### config.mk
export PLATFORM = sky130hd
export DESIGN_NAME = decode_block_flat
export DESIGN_NICKNAME = d
export VERILOG_FILES = /design/src/rtl/decode_block_if.sv /design/src/rtl/decode_block.sv /design/src/flat_wrapper.sv
export SDC_FILE = /design/constraint.sdc
export NUM_CORES = 1
export LEC_CHECK = 0
export CORE_AREA = 3 3 206 107
export DETAILED_ROUTE_END_ITERATION = 10
export DIE_AREA = 0 0 209 110
export HOLD_SLACK_MARGIN = 0.15
export MAX_ROUTING_LAYER = met4
export PLACE_DENSITY = 0.46
export SLEW_MARGIN = 15
export SYNTH_ARGS = -nofsm -noshare
export SYNTH_HDL_FRONTEND = slang
export SYNTH_SLANG_ARGS = --single-unit
### constraint.sdc
create_clock -name clk -period 3.54 [get_ports clk]
set_input_delay 0.885 -clock clk [delete_from_list [all_inputs] [get_ports clk]]
set_output_delay 0.885 -clock clk [all_outputs]
set_load 0.05 [all_outputs]
### src/rtl/decode_block_if.sv
// Bundle between upstream issue, downstream write-back and the
// execution stage for decode_block.
interface decode_block_if;
   logic [15:0] instr;
   logic        instr_valid;
   logic        instr_ready;
   logic        wb_en;
   logic [2:0]  wb_addr;
   logic [7:0]  wb_data;
   logic [7:0]  A;
   logic [7:0]  B;
   logic [4:0]  op_dec;
   logic [2:0]  rd_dec;
   logic        valid_dec;

   modport master (
      output instr, instr_valid,
      output wb_en, wb_addr, wb_data,
      input  instr_ready,
      input  A, B, op_dec, rd_dec, valid_dec
   );

   modport slave (
      input  instr, instr_valid,
      input  wb_en, wb_addr, wb_data,
      output instr_ready,
      output A, B, op_dec, rd_dec, valid_dec
   );
endinterface

### src/rtl/decode_block.sv
// Decode / operand-fetch stage: 8x8 register file with write-back
// bypass and a per-register RAW scoreboard gating issue.
module decode_block (
   input  logic          clk,
   input  logic          reset,
   decode_block_if.slave bus
);

   typedef enum logic {
      IDLE    = 1'b0,
      PENDING = 1'b1
   } sb_state_t;

   sb_state_t sb_q [8];
   sb_state_t sb_d [8];
   logic [7:0] rf [8];

   logic [4:0] opc;
   logic [2:0] rd;
   logic [2:0] rs;
   logic       imm_sel;
   logic       writes_rd;
   logic       hit_a;
   logic       hit_b;
   logic       blk_a;
   logic       blk_b;
   logic       ready;
   logic       accept;
   logic [7:0] val_a;
   logic [7:0] val_b;

   logic [7:0] a_q;
   logic [7:0] b_q;
   logic [4:0] op_q;
   logic [2:0] rd_q;
   logic       v_q;

   assign opc     = bus.instr[15:11];
   assign rd      = bus.instr[10:8];
   assign rs      = bus.instr[2:0];
   assign imm_sel = bus.instr[15];

   assign writes_rd = (opc != 5'b00000)
                   && (opc[4:3] != 2'b11);

   // A write-back landing this cycle both bypasses and unblocks
   assign hit_a = bus.wb_en && (bus.wb_addr == rd);
   assign hit_b = bus.wb_en && (bus.wb_addr == rs);

   assign blk_a = (sb_q[rd] == PENDING) && !hit_a;
   assign blk_b = !imm_sel
               && (sb_q[rs] == PENDING) && !hit_b;

   assign ready  = !blk_a && !blk_b;
   assign accept = bus.instr_valid && ready;

   assign val_a = hit_a ? bus.wb_data : rf[rd];
   assign val_b = imm_sel ? bus.instr[7:0]
                : hit_b   ? bus.wb_data
                :           rf[rs];

   // Issue set takes priority over a same-index write-back clear
   always_comb begin
      for (int i = 0; i < 8; i++) begin
         sb_d[i] = sb_q[i];
         if (accept && writes_rd && (rd == 3'(i)))
            sb_d[i] = PENDING;
         else if (bus.wb_en && (bus.wb_addr == 3'(i)))
            sb_d[i] = IDLE;
      end
   end

   always_ff @(posedge clk or posedge reset) begin
      if (reset) begin
         for (int i = 0; i < 8; i++)
            sb_q[i] <= IDLE;
      end else begin
         for (int i = 0; i < 8; i++)
            sb_q[i] <= sb_d[i];
      end
   end

   always_ff @(posedge clk or posedge reset) begin
      if (reset) begin
         for (int i = 0; i < 8; i++)
            rf[i] <= 8'h00;
      end else if (bus.wb_en) begin
         rf[bus.wb_addr] <= bus.wb_data;
      end
   end

   always_ff @(posedge clk or posedge reset) begin
      if (reset) begin
         a_q  <= 8'h00;
         b_q  <= 8'h00;
         op_q <= 5'b00000;
         rd_q <= 3'd0;
         v_q  <= 1'b0;
      end else if (accept) begin
         a_q  <= val_a;
         b_q  <= val_b;
         op_q <= opc;
         rd_q <= rd;
         v_q  <= 1'b1;
      end else begin
         a_q  <= 8'h00;
         b_q  <= 8'h00;
         op_q <= 5'b00000;
         rd_q <= 3'd0;
         v_q  <= 1'b0;
      end
   end

   assign bus.instr_ready = ready;
   assign bus.A           = a_q;
   assign bus.B           = b_q;
   assign bus.op_dec      = op_q;
   assign bus.rd_dec      = rd_q;
   assign bus.valid_dec   = v_q;

endmodule

### src/flat_wrapper.sv
// flat-port wrapper written by rule: the top's interface ports become plain ports
module decode_block_flat 
  (clk, reset, bus_instr, bus_instr_valid, bus_wb_en, bus_wb_addr, bus_wb_data, bus_instr_ready, bus_A, bus_B, bus_op_dec, bus_rd_dec, bus_valid_dec);
  decode_block_if bus_i ();
  input  logic clk;
  input  logic reset;
  input wire logic [$bits(bus_i.instr)-1:0] bus_instr;
  input wire logic [$bits(bus_i.instr_valid)-1:0] bus_instr_valid;
  input wire logic [$bits(bus_i.wb_en)-1:0] bus_wb_en;
  input wire logic [$bits(bus_i.wb_addr)-1:0] bus_wb_addr;
  input wire logic [$bits(bus_i.wb_data)-1:0] bus_wb_data;
  output wire logic [$bits(bus_i.instr_ready)-1:0] bus_instr_ready;
  output wire logic [$bits(bus_i.A)-1:0] bus_A;
  output wire logic [$bits(bus_i.B)-1:0] bus_B;
  output wire logic [$bits(bus_i.op_dec)-1:0] bus_op_dec;
  output wire logic [$bits(bus_i.rd_dec)-1:0] bus_rd_dec;
  output wire logic [$bits(bus_i.valid_dec)-1:0] bus_valid_dec;
  assign bus_i.instr = bus_instr;
  assign bus_i.instr_valid = bus_instr_valid;
  assign bus_i.wb_en = bus_wb_en;
  assign bus_i.wb_addr = bus_wb_addr;
  assign bus_i.wb_data = bus_wb_data;
  assign bus_instr_ready = bus_i.instr_ready;
  assign bus_A = bus_i.A;
  assign bus_B = bus_i.B;
  assign bus_op_dec = bus_i.op_dec;
  assign bus_rd_dec = bus_i.rd_dec;
  assign bus_valid_dec = bus_i.valid_dec;
  decode_block u_core (.clk(clk), .reset(reset), .bus(bus_i));
endmodule
==> impl_metrics.py <==
metrics = {
    "pwr": {
        "p_sw_uw": 1039,
        "pwr-share-clk": 0.306,
        "swShare": 0.2996,
        "p_int_uw": 2428,
        "leakagePower_uw": 0.002687,
        "power_frac_seq": 0.426,
        "powerDensity_nw_per_um2": 534.5,
        "p_comb_frac": 0.268,
        "peakVddDrop_uv": 259.2,
    },
    "final_layout": {
        "multi_input_area_sq_um": 2467,
        "diodes": 0,
        "mostFrequentLayoutCells": "dfrtp_1, mux2_2, clkdlybuf4s50_1",
        "area_growth_pct": 28.10,
        "fillers": 2043,
        "num-nets-final": 477,
        "layout-drive-gt1-share": 0.3733,
        "final_common_cell": "dfrtp_1",
        "design_area_sq_um": 6485,
        "seq_area_sq_um": 2427,
    },
    "yosys": {
        "synthTopCellsByArea": "dfrtp_1, mux2_2, mux4_2",
        "synthFlopType": "dfrtp_1",
        "synth_fp_nets": 400,
        "synth_area_sq_um": 5062,
        "synth-seq-cells": 97,
        "yosys_warnings": 0,
        "synthCells": 369,
        "syn_area_per_cell_sq_um": 13.72,
        "yosysTopAreaCellShare": 0.4795,
        "synth_top_area_cell": "dfrtp_1",
        "ys_seq_area_frac": 0.4795,
        "yosys.cell_types.count": 40,
        "async_reset_ff_frac": 1.000,
        "synth-edff-count": 0,
    },
    "sta": {
        "period_needed_ps": 3465,
        "finClkSkew_ps": 7.723,
        "min_period_over_period": 0.9788,
        "maxSlewHeadroom": 0.4666,
        "slew_violations": 0,
        "hold_viol": 0,
        "finalSetupViolCount": 0,
        "tightestPinTransition_ps": 799.2,
        "max_clock_freq_mhz": 288.6,
        "tns_ps": 0,
        "grt_setup_unrepaired": "false",
    },
    "detailed_routing": {
        "drc": 0,
        "viasPerCell": 4.759,
        "drt_wl_total_microns": 14750,
        "post_drt_wl_per_cell_microns": 20.41,
        "dr.pass1.iters": 5,
        "via_count": 3441,
        "drt_iter0_markers": 203,
        "ant_nets": 0,
    },
    "global_routing": {
        "antenna_found_initial": 0,
        "met1_usage": 0.1799,
        "busiest_layer": "met2",
        "grt_use_met3": 0.02601,
        "grt_overflow_total": 0,
        "grt_pass1_vias": 3553,
        "grt_use_total": 0.1360,
        "grt_max_degree": 49,
        "grt_pass1_wl_microns": 22810,
        "grtUsageMet2": 0.2199,
    },
    "clock_network": {
        "cts_tree": "done",
        "post_cts_resized": 0,
        "cts_sinks": 97,
        "clock_path_buffers": 2,
        "clock_latency_ps": 350,
        "cts_htree_levels": 3,
        "cts_made_buffers": 9,
        "clockRootBuffer": "clkbuf_16",
        "clkSlewWorstSetupHoldPaths_ps": 70,
        "postCtsSetupRepairBufs": 0,
        "postCtsHoldBufs": 0,
    },
    "worst_setup_path": {
        "crit_path_start_kind": "input pin",
        "end_kind": "output pin",
        "crit_arrival_ps": 2580,
        "worstPathMaxFanout": 3,
        "worstPathRequired_ps": 2650,
        "criticalPathCategory": "in2out",
    },
    "status": {
        "outcome": "completed",
    },
    "place": {
        "dp_hpwl_microns": 10340,
        "portBuffers": 56,
        "dpl-instance-area_sq_um": 6168,
        "place.gp.congestion": 0.8048,
    },
    "floorplanning": {
        "fp.dieW_microns": 209,
        "start_util": 0.2485,
        "fp.dieH_microns": 110,
        "fp-row-count": 37,
        "coreArea_sq_um": 20370,
        "ioPinCount": 57,
        "dieArea_sq_um": 22990,
    },
    "hold_path": {
        "hp-class": "reg2reg",
    },
    "job": {
        "cap_viol_max_count": 0,
    },
}
-- cells by family after synthesis --
kind of cell | after synthesis | share of synthesized area
buffers and inverters | 37 | 0.03312
muxes | 117 | 0.3139
xor gates and xnor gates | 6 | 0.01038
and+or+nand+nor | 74 | 0.08675
AOI/OAI and AO/OA | 38 | 0.07637
DFF | 97 | 0.4795
-- area by class of cell --
type,instances,area share
Clock buffer,9,0.03473
Multi-Input combinational cell,235,0.3805
Tap cell,273,0.05267
Inverter,7,0.004438
Clock inverter,6,0.01408
Timing Repair Buffer,96,0.1393
Sequential cell,97,0.3743
-- per-layer routing --
layer	vias up	part of all wire	routed length, microns
met4	0	0.012	178
met2	76	0.48	7092
met3	17	0.037	544
li1	1550	-	-
met1	1798	0.47	6937
met5	-	0	0
-- sequential cells by signal (all words and copies together), names as in the netlist --
| register | count |
|---|---|
| u_core.bus.valid_dec | 1 |
| u_core.rf | 64 |
| u_core.bus.rd_dec | 3 |
| u_core.sb_q | 8 |
| u_core.bus.op_dec | 5 |
| u_core.bus.A | 8 |
| u_core.bus.B | 8 |
-- critical path, cell delays in order --
cell	delay, ps
clkdlybuf4s50_1	620
mux4_2	560
o2111ai_2	210
nand2_1	70
inv_1	100
buf_12	140
-- path summary, 6_finish.rpt --
path	cells past startpoint	endpoint	startpoint	slack (ps)
min in group asynchronous	2	u_core.rf[62]$_DFFE_PP0P_	reset	1000
max in group asynchronous	3	u_core.rf[40]$_DFFE_PP0P_	reset	1940
worst max register to register	5	u_core.sb_q[2]$_DFFE_PP0P_	u_core.sb_q[3]$_DFFE_PP0P_	1520
worst min-delay path	2	u_core.sb_q[5]$_DFFE_PP0P_	u_core.sb_q[5]$_DFFE_PP0P_	520
worst min register to register	2	u_core.sb_q[5]$_DFFE_PP0P_	u_core.sb_q[5]$_DFFE_PP0P_	520
worst max-delay path	6	bus_instr_ready	bus_instr[8]	70
-- power groups by stage --
| stage | clock, uW | sequential (uW) | combinational (uW) |
|---|---|---|---|
| after floorplan | 0 | 1560 | 556 |
| after global placement | 0 | 1500 | 935 |
| after detailed placement | 0 | 1490 | 942 |
| after CTS | 1100 | 1470 | 944 |
| after global routing | 1130 | 1500 | 1000 |
| final | 1060 | 1480 | 931 |
-- synth_stat cells (3+ instances only) --
master / count
xor2_1: 3
buf_1: 9
o41ai_1: 7
a211oi_2: 9
nor2b_1: 6
nand4_1: 3
nand2_1: 12
mux4_2: 27
inv_1: 7
clkbuf_1: 10
xnor2_1: 3
nand4b_1: 3
a221oi_1: 14
nor2_1: 12
mux2i_1: 26
mux2_2: 64
buf_2: 7
and3_1: 6
dfrtp_1: 97
nand2b_1: 14
nor3_1: 7
-- metrics by stage --
stage          utilization  std cells  total power (uW)  hold slack [ps]  setup slack [ps]
4_1_cts             0.3184        723              3515            523.0             52.81
6_report            0.3184        723              3466            520.8             74.89
3_5_place_dp        0.3028        708              2437            508.8             52.01
2_1_floorplan            -        369              2112            459.2             121.3
3_3_place_gp        0.3028        708              2430            505.5             46.17
5_1_grt             0.3184        723              3636            538.1             13.45
No activity file was read; power rests on OpenSTA's default activity.
